<file path="src/rtl/img_lut_swap_ctrl_if.sv">
// Host/datapath-side signal bundle of the LUT double-buffer controller.
// The slave modport is the controller's view; master is the host/datapath view.
interface img_lut_swap_ctrl_if #(
  parameter int unsigned PX_WIDTH = 10
) ();
  logic                host_wr_i;
  logic [PX_WIDTH-1:0] host_addr_i;
  logic [PX_WIDTH-1:0] host_data_i;
  logic                fill_req_i;
  logic                commit_i;
  logic                frame_bnd_i;
  logic                lut_we_o;
  logic [PX_WIDTH:0]   lut_waddr_o;
  logic [PX_WIDTH-1:0] lut_wdata_o;
  logic                active_bank_o;
  logic                busy_o;
  logic                swap_pend_o;
  logic                swap_done_o;
  logic                err_o;

  modport slave (
    input  host_wr_i, host_addr_i, host_data_i, fill_req_i, commit_i, frame_bnd_i,
    output lut_we_o, lut_waddr_o, lut_wdata_o, active_bank_o, busy_o, swap_pend_o,
    output swap_done_o, err_o
  );

  modport master (
    output host_wr_i, host_addr_i, host_data_i, fill_req_i, commit_i, frame_bnd_i,
    input  lut_we_o, lut_waddr_o, lut_wdata_o, active_bank_o, busy_o, swap_pend_o,
    input  swap_done_o, err_o
  );
endinterface

</file>
<file path="src/rtl/img_lut_swap_ctrl.sv">
// Double-buffered pixel LUT controller: host writes and identity fills target the shadow
// bank; a committed swap takes effect only at a frame boundary.
module img_lut_swap_ctrl #(
  parameter int unsigned PX_WIDTH  = 10,
  parameter logic        INIT_BANK = 1'b0
) (
  input logic                 clk_i,
  input logic                 rst_n_i,
  img_lut_swap_ctrl_if.slave  bus
);

  typedef enum logic [1:0] {StIdle, StFill, StPend} state_e;

  state_e              state_q, state_d;
  logic [PX_WIDTH-1:0] cnt_q, cnt_d;
  logic                commit_q, commit_d;
  logic                active_q, active_d;
  logic                we_q, we_d;
  logic [PX_WIDTH:0]   waddr_q, waddr_d;
  logic [PX_WIDTH-1:0] wdata_q, wdata_d;
  logic                done_q, done_d;
  logic                err_q, err_d;
  logic                shadow;

  assign shadow = ~active_q;

  always_comb begin
    state_d  = state_q;
    cnt_d    = cnt_q;
    commit_d = commit_q;
    active_d = active_q;
    we_d     = 1'b0;
    waddr_d  = waddr_q;
    wdata_d  = wdata_q;
    done_d   = 1'b0;
    err_d    = 1'b0;
    unique case (state_q)
      StIdle: begin
        if (bus.fill_req_i) begin
          // Entry n=0 is issued straight from IDLE so writes start the next cycle.
          state_d  = StFill;
          commit_d = bus.commit_i;
          we_d     = 1'b1;
          waddr_d  = {shadow, {PX_WIDTH{1'b0}}};
          wdata_d  = '0;
          cnt_d    = PX_WIDTH'(1);
          err_d    = bus.host_wr_i;
        end else if (bus.commit_i) begin
          state_d = StPend;
          err_d   = bus.host_wr_i;
        end else if (bus.host_wr_i) begin
          we_d    = 1'b1;
          waddr_d = {shadow, bus.host_addr_i};
          wdata_d = bus.host_data_i;
        end
      end
      StFill: begin
        err_d = bus.host_wr_i | bus.fill_req_i;
        if (bus.commit_i) commit_d = 1'b1;
        // Counter wrapped to zero: the last entry is on the bus this cycle.
        if (cnt_q == '0) begin
          state_d = (commit_q || bus.commit_i) ? StPend : StIdle;
        end else begin
          we_d    = 1'b1;
          waddr_d = {shadow, cnt_q};
          wdata_d = cnt_q;
          cnt_d   = cnt_q + PX_WIDTH'(1);
        end
      end
      StPend: begin
        err_d = bus.host_wr_i | bus.fill_req_i;
        if (bus.frame_bnd_i) begin
          active_d = ~active_q;
          done_d   = 1'b1;
          commit_d = 1'b0;
          state_d  = StIdle;
        end
      end
      default: state_d = StIdle;
    endcase
  end

  always_ff @(posedge clk_i) begin
    if (!rst_n_i) begin
      state_q  <= StIdle;
      cnt_q    <= '0;
      commit_q <= 1'b0;
      active_q <= INIT_BANK;
      we_q     <= 1'b0;
      waddr_q  <= '0;
      wdata_q  <= '0;
      done_q   <= 1'b0;
      err_q    <= 1'b0;
    end else begin
      state_q  <= state_d;
      cnt_q    <= cnt_d;
      commit_q <= commit_d;
      active_q <= active_d;
      we_q     <= we_d;
      waddr_q  <= waddr_d;
      wdata_q  <= wdata_d;
      done_q   <= done_d;
      err_q    <= err_d;
    end
  end

  assign bus.lut_we_o      = we_q;
  assign bus.lut_waddr_o   = waddr_q;
  assign bus.lut_wdata_o   = wdata_q;
  assign bus.active_bank_o = active_q;
  assign bus.busy_o        = (state_q != StIdle);
  assign bus.swap_pend_o   = (state_q == StPend);
  assign bus.swap_done_o   = done_q;
  assign bus.err_o         = err_q;

endmodule

</file>
<file path="src/flat_wrapper.sv">
// flat-port wrapper written by rule: the top's interface ports become plain ports
module img_lut_swap_ctrl_flat 
#(
  parameter int unsigned PX_WIDTH  = 10,
  parameter logic        INIT_BANK = 1'b0
)
  (clk_i, rst_n_i, bus_host_wr_i, bus_host_addr_i, bus_host_data_i, bus_fill_req_i, bus_commit_i, bus_frame_bnd_i, bus_lut_we_o, bus_lut_waddr_o, bus_lut_wdata_o, bus_active_bank_o, bus_busy_o, bus_swap_pend_o, bus_swap_done_o, bus_err_o);
  img_lut_swap_ctrl_if #(.PX_WIDTH(PX_WIDTH)) bus_i ();
  input logic clk_i;
  input logic rst_n_i;
  input wire logic [$bits(bus_i.host_wr_i)-1:0] bus_host_wr_i;
  input wire logic [$bits(bus_i.host_addr_i)-1:0] bus_host_addr_i;
  input wire logic [$bits(bus_i.host_data_i)-1:0] bus_host_data_i;
  input wire logic [$bits(bus_i.fill_req_i)-1:0] bus_fill_req_i;
  input wire logic [$bits(bus_i.commit_i)-1:0] bus_commit_i;
  input wire logic [$bits(bus_i.frame_bnd_i)-1:0] bus_frame_bnd_i;
  output wire logic [$bits(bus_i.lut_we_o)-1:0] bus_lut_we_o;
  output wire logic [$bits(bus_i.lut_waddr_o)-1:0] bus_lut_waddr_o;
  output wire logic [$bits(bus_i.lut_wdata_o)-1:0] bus_lut_wdata_o;
  output wire logic [$bits(bus_i.active_bank_o)-1:0] bus_active_bank_o;
  output wire logic [$bits(bus_i.busy_o)-1:0] bus_busy_o;
  output wire logic [$bits(bus_i.swap_pend_o)-1:0] bus_swap_pend_o;
  output wire logic [$bits(bus_i.swap_done_o)-1:0] bus_swap_done_o;
  output wire logic [$bits(bus_i.err_o)-1:0] bus_err_o;
  assign bus_i.host_wr_i = bus_host_wr_i;
  assign bus_i.host_addr_i = bus_host_addr_i;
  assign bus_i.host_data_i = bus_host_data_i;
  assign bus_i.fill_req_i = bus_fill_req_i;
  assign bus_i.commit_i = bus_commit_i;
  assign bus_i.frame_bnd_i = bus_frame_bnd_i;
  assign bus_lut_we_o = bus_i.lut_we_o;
  assign bus_lut_waddr_o = bus_i.lut_waddr_o;
  assign bus_lut_wdata_o = bus_i.lut_wdata_o;
  assign bus_active_bank_o = bus_i.active_bank_o;
  assign bus_busy_o = bus_i.busy_o;
  assign bus_swap_pend_o = bus_i.swap_pend_o;
  assign bus_swap_done_o = bus_i.swap_done_o;
  assign bus_err_o = bus_i.err_o;
  img_lut_swap_ctrl #(.PX_WIDTH(PX_WIDTH), .INIT_BANK(INIT_BANK)) u_core (.clk_i(clk_i), .rst_n_i(rst_n_i), .bus(bus_i));
endmodule
</file>
<file path="config.mk">
export PLATFORM = sky130hd
export DESIGN_NAME = img_lut_swap_ctrl_flat
export DESIGN_NICKNAME = d
export VERILOG_FILES = /design/src/rtl/img_lut_swap_ctrl_if.sv /design/src/rtl/img_lut_swap_ctrl.sv /design/src/flat_wrapper.sv
export SDC_FILE = /design/constraint.sdc
export NUM_CORES = 1
export LEC_CHECK = 0
export CORE_MARGIN = 2
export CORE_UTILIZATION = 43
export DETAILED_ROUTE_END_ITERATION = 6
export PLACE_DENSITY = 0.75
export SLEW_MARGIN = 20
export SYNTH_ARGS = -nofsm -noshare
export SYNTH_HDL_FRONTEND = slang
export SYNTH_SLANG_ARGS = --single-unit
</file>
<file path="constraint.sdc">
create_clock -name clk_i -period 1.62 [get_ports clk_i]
set_input_delay 0.243 -clock clk_i [delete_from_list [all_inputs] [get_ports clk_i]]
set_output_delay 0.243 -clock clk_i [all_outputs]
set_load 0.02 [all_outputs]
</file>
=== Yosys cells after proc, flatten, opt, wreduce, memory -nomap -nowiden ===
Index checks and enable logic that the tools add are counted.

* Flip-flop bits (word level): 38
* Output and inout bits: 27
* Logic and storage cells: 67

* $add $sub $neg: 1
* Equal/unequal tests: 10
* Muxes and demuxes: 32
* Bitwise operators: 2
* Reductions and logical operators: 13

{| class="wikitable"
|+ Operators by type and width
! kind !! count
|-
| two-way mux 10 bit || 6
|-
| two-way mux 11 bit || 4
|-
| case mux 10 bit (2 select lines) || 2
|-
| case mux 11 bit (2 select lines) || 1
|-
| adder 10 x 1 -> 10 bit, second input constant || 1
|-
| logical NOT 10 bit || 1
|-
| two-way mux 1 bit || 10
|-
| two-way mux 2 bit || 5
|-
| != test 3 bit, second input constant || 3
|-
| != test 2 bit, second input constant || 4
|-
| AND reduction 4 bit || 2
|-
| case mux 2 bit (3 select lines) || 1
|-
| AND reduction 3 bit || 2
|-
| case mux 1 bit (2 select lines) || 2
|-
| AND reduction 2 bit || 2
|-
| nonzero test 2 bit || 2
|-
| case mux 1 bit (3 select lines) || 1
|-
| nonzero test 3 bit || 1
|-
| == test 2 x 1 -> 1 bit, second input constant || 1
|-
| == test 2 bit, second input constant || 1
|-
| logical NOT 2 bit || 1
|-
| != test 2 x 1 -> 1 bit, second input constant || 1
|-
| OR reduction 2 bit || 1
|-
| logical OR 1 bit || 1
|-
| other kinds (2) || 2
|}

=== Longest topological paths before layout ===
* Word-level depth: 5
* Gate-level depth with buffers: 10
* Mapped depth without buffers: 6

=== Least setup slack after synthesis ===
OpenSTA, ideal clock, no wires.

* Path type: register to register
* Start point: register u_core.state_q[0]
* End point: register u_core.waddr_q[8], in the netlist u_core.bus.lut_waddr_o[8]
* Setup time: 119 ps
* Arrival time: 1,644 ps
* Data required time: 1,501 ps
* Slack: -142 ps
* Cell stages (with the launch flop): 11
* Path buffers: 4
* Period minus slack after synthesis: 1,762 ps
* Cells stage by stage: dfxtp_1 inv_1 ha_1 buf_2 nor2b_1 buf_2 nand2b_1 buf_2 buf_2 nand2_1 o221a_1

* Longest elaborated chain between the ends: 3
* Elaborated cells on any way between the ends: 8
* Classes of those cells: eq/ne (4); mux (1); reduce/logical (3)

{| class="wikitable"
|+ Ends and longest elaborated chain
! element !! line !! RTL
|-
| start: declaration || img_lut_swap_ctrl.sv:14 || <nowiki>state_e state_q, state_d;</nowiki>
|-
| start signal: assignment || img_lut_swap_ctrl.sv:85 || <nowiki>state_q <= StIdle;</nowiki>
|-
| start signal: assignment || img_lut_swap_ctrl.sv:95 || <nowiki>state_q <= state_d;</nowiki>
|-
| == test 2 x 1 -> 1 bit / logical NOT 2 bit (equally long branches) || img_lut_swap_ctrl.sv:37 || <nowiki>unique case (state_q)</nowiki>
|-
| != test 2 bit (no source line) (tied with other cells) || -- ||
|-
| AND reduction 4 bit (no source line) || -- ||
|-
| end signal: assignment || img_lut_swap_ctrl.sv:100 || <nowiki>waddr_q <= waddr_d;</nowiki>
|-
| end: declaration || img_lut_swap_ctrl.sv:19 || <nowiki>logic [PX_WIDTH:0] waddr_q, waddr_d;</nowiki>
|}

Parallel ways exist; a longest one is shown, timed or not.
A chain may end at the register's enable or synchronous reset.

=== Worst setup path in the final report ===
* Start point: register u_core.state_q[1]
* End point: register u_core.commit_q

* Longest elaborated chain between the ends: 3
* Elaborated cells on any way between the ends: 9
* Classes of those cells: eq/ne (5); mux (1); reduce/logical (3)

{| class="wikitable"
|+ Ends and longest elaborated chain
! element !! line !! RTL
|-
| == test 2 x 1 -> 1 bit (tied with other cells) || img_lut_swap_ctrl.sv:37 ||
|-
| != test 2 bit (no source line) / nonzero test 3 bit (equally long branches) || -- ||
|-
| AND reduction 4 bit (no source line) || -- ||
|-
| end signal: assignment || img_lut_swap_ctrl.sv:97 || <nowiki>commit_q <= commit_d;</nowiki>
|-
| end: declaration || img_lut_swap_ctrl.sv:16 || <nowiki>logic commit_q, commit_d;</nowiki>
|}

Parallel ways exist; a longest one is shown, timed or not.

==> flow_metrics.tcl <==
set metrics [dict create \
    fp.dieH_um 72.1 \
    cp_slowest_stage_delay_ps 350 \
    synth_top_area_share_pct 38.2 \
    num_vias 2236 \
    grt_remaining_overflow 0 \
    wirelength_mm 7.02 \
    leakage_nw 1.38 \
    slew_headroom_pct 65.7 \
    hold_path_class "flip-flop to flip-flop" \
    cts_hold_buffers 0 \
    dieWidth_um 72.1 \
    antenna_found_initial 0 \
    synth.area.mux_share_pct 0 \
    synth_edf_count 0 \
    fin_crit_ps 1720 \
    finalCritPeriodShare_pct 106 \
    r2r_slack_ps -100 \
    fin_util_pct 76.0 \
    crit_start "u_core.state_q[1]" \
    start_util_pct 45.2 \
    synth_top_family_by_area "compound AO/OA/AOI/OAI gates" \
    slew_violations 0 \
    ys_ff_latch 38 \
    ir_drop_v 0.000671 \
    htreeDepth 2 \
    clock-root-buffer "clkbuf_8" \
    cts_tree "built" \
    nets 352 \
    p_per_area_nw_per_um2 1270 \
    insertion_delay_ps 300 \
    cp-start-kind "flip-flop" \
    fp.dieArea_um2 5200 \
    crit_end "u_core.commit_q" \
    cts.clk_slew.worst_paths_ps 70 \
    violations "setup timing" \
    critical_path_class "flip-flop to flip-flop" \
    skew_ps 5.87 \
    synth-compound-area-share_pct 28.7 \
    rsz0062_at_grt "true" \
    synth_xor_area_share_pct 0.439 \
    gp_congestion 0.945 \
    worst_pin_slew_ps 501 \
    yosys_warnings 0 \
    grt_pass1_wl_mm 9.49 \
    drt_iter0_markers 190 \
    finalSetupViolations 31 \
    r2r_cells 7 \
    worst_ep_required_time_ps 1860 \
    routedWlPerCell_um 18.8 \
    grt_max_degree 27 \
    path_cells "inv_2 -> ha_4 -> nor2b_4 -> buf_6 -> or3_1 -> a211o_1 -> a21oi_2" \
    diodes 0 \
    area_delta_synth_final_pct 68.4 \
    synth_flop_cell "dfxtp_1" \
    portBuffers 52 \
    synth.cell_area_um2 1990 \
    yosysSeqAreaShare_pct 38.2 \
    place_ws_ps -137 \
    drive_gt1_share_pct 36.1 \
    rows 24 \
    drv_cap 0 \
    grt_pass1_vias 2027 \
    yosys.area.top_type "dfxtp_1" \
    async_reset_ff_share_pct 0 \
    synthCells 223 \
    synthAdderAreaFrac_pct 3.77 \
    power.total_mw 4.27 \
    synthDistinctLibCells 45 \
    endpoint_kind "flip-flop" \
    synthSimpleGateAreaFrac_pct 22.1 \
    drc 0 \
    fmax_ghz 0.582 \
    crit_fanout 8 \
    grt_usage_pct 23.3 \
    dr.pass1.iters 6 \
    r2r-end "u_core.commit_q" \
    cts_inserted_buffers 5 \
    synthTopCellsByArea "dfxtp_1 38%, o221a_1 10%, nand2_1 5.1%" \
    arrival_ps 1950 \
    via_per_inst 5.99 \
    clockBufferDepth 2 \
    io_pins 53 \
    status "complete, but fails checks" \
    ant_nets 0 \
    core_um2 4410 \
    final_hold_viol_count 0 \
    hpwl_mm 4.16 \
    clock-sinks 38 \
    syn_area_per_cell_um2 8.94 \
    fin_ws_ps -97.6 \
    cpMaxStageDelayCell "or3_1" \
    synth_nets 255 \
    fillers 285 \
    r2r_start "u_core.state_q[1]" \
]
[metal layers]
layer  global-route usage, %  vias up  share of wire (%)
li1                        -     1021                  -
met1                    29.6     1087                 40
met2                    38.3      105                 51
met3                    4.72       23                6.4
met4                    9.85        0                3.1
met5                       0        -                  0
[logic make-up after synthesis]
logic type / after synthesis
buffers and inverters: 30
adders and majority gates: 6
and+or+nand+nor: 82
xor gates and xnor gates: 1
DFF: 38
AOI/OAI and AO/OA: 66
[cells in the mapped netlist, types with 2 or more instances]
| cell type | instances |
|---|---|
| a21oi_1 | 12 |
| clkbuf_1 | 8 |
| dfxtp_1 | 38 |
| or3_1 | 2 |
| o221a_1 | 18 |
| buf_6 | 2 |
| nor2_1 | 7 |
| nand2_1 | 27 |
| buf_1 | 2 |
| a311oi_1 | 2 |
| a211oi_2 | 2 |
| nand3_1 | 11 |
| a32o_1 | 6 |
| o21a_1 | 3 |
| nand4_1 | 3 |
| buf_2 | 7 |
| ha_1 | 6 |
| o21ai_1 | 2 |
| o21ai_0 | 5 |
| a22oi_1 | 2 |
| inv_1 | 10 |
| nand2b_1 | 4 |
| and2_1 | 10 |
| a211o_1 | 4 |
| nor4_1 | 2 |
| nor2b_1 | 4 |
| nor3_1 | 6 |
[critical path, delay by kind of cell, from the launching register on]
family | cells | cell delay (ps)
buffers and inverters | 2 | 210
adders and majority gates | 1 | 200
AOI/OAI and AO/OA | 2 | 420
DFF | 1 | 340
and+or+nand+nor | 2 | 480
[per-stage QoR]
| step | area [um2] | TNS, ps | instances | hold WS [ps] |
|---|---|---|---|---|
| final | 3360 | -1490 | 373 | 484 |
| after global routing | 3360 | -3080 | 373 | 483 |
| after CTS | 3030 | -1060 | 361 | 467 |
| after detailed placement | 2880 | -2670 | 351 | 457 |
| after global placement | 2880 | -1300 | 351 | 450 |
| after floorplan | 2050 | -16.6 | 223 | 390 |
[repair_timing]
action,CTS,global route
resized for setup,9,53
pin swaps,4,27
setup endpoints to repair,34,33
setup buffers,2,12
[state kept, by name, summed over array words and instances, names as in the netlist, 2 cells and up]
name                    cells
u_core.state_q              2
u_core.cnt_q               10
u_core.bus.lut_waddr_o     11
u_core.bus.lut_wdata_o     10
[final cells by class]
| type | count | area [um2] | area share [%] |
|---|---|---|---|
| multi-input cells | 155 | 1330 | 39.5 |
| repair buffers | 109 | 1040 | 30.9 |
| flip-flops and latches | 38 | 781 | 23.3 |
| clock buffers | 8 | 101 | 3.02 |
| well taps | 52 | 65.1 | 1.94 |
| inverters | 11 | 43.8 | 1.30 |
[report_power, final]
part / internal [mW] / switching (mW) / total (mW)
sequential: 1.12 / 0.113 / 1.24
combinational: 1.15 / 1.13 / 2.28
clock: 0.399 / 0.352 / 0.751
[worst min-delay path by stage]
| stage | startpoint | end | slack, ps | cells after the start |
|---|---|---|---|---|
| floorplan | bus_fill_req_i | u_core.bus.err_o | 390 | 2 |
| global placement | u_core.commit_q | u_core.commit_q | 450 | 2 |
| detailed placement | u_core.commit_q | u_core.commit_q | 460 | 2 |
| CTS | u_core.commit_q | u_core.commit_q | 470 | 2 |
| global route | u_core.commit_q | u_core.commit_q | 480 | 2 |
| finish | u_core.commit_q | u_core.commit_q | 480 | 2 |
[layout by cell type, fill, tap and decap left out, types with 6 or more instances in the layout]
cell type	Yosys	routed
inv_1	10	8
buf_4	0	43
dfxtp_1	38	30
a32o_1	6	6
a21oi_1	12	7
nand2_1	27	25
clkdlybuf4s50_1	0	50
o221a_1	18	18
and2_1	10	10
buf_6	2	9
nand3_2	1	6
No activity file was read; power rests on OpenSTA's default activity.
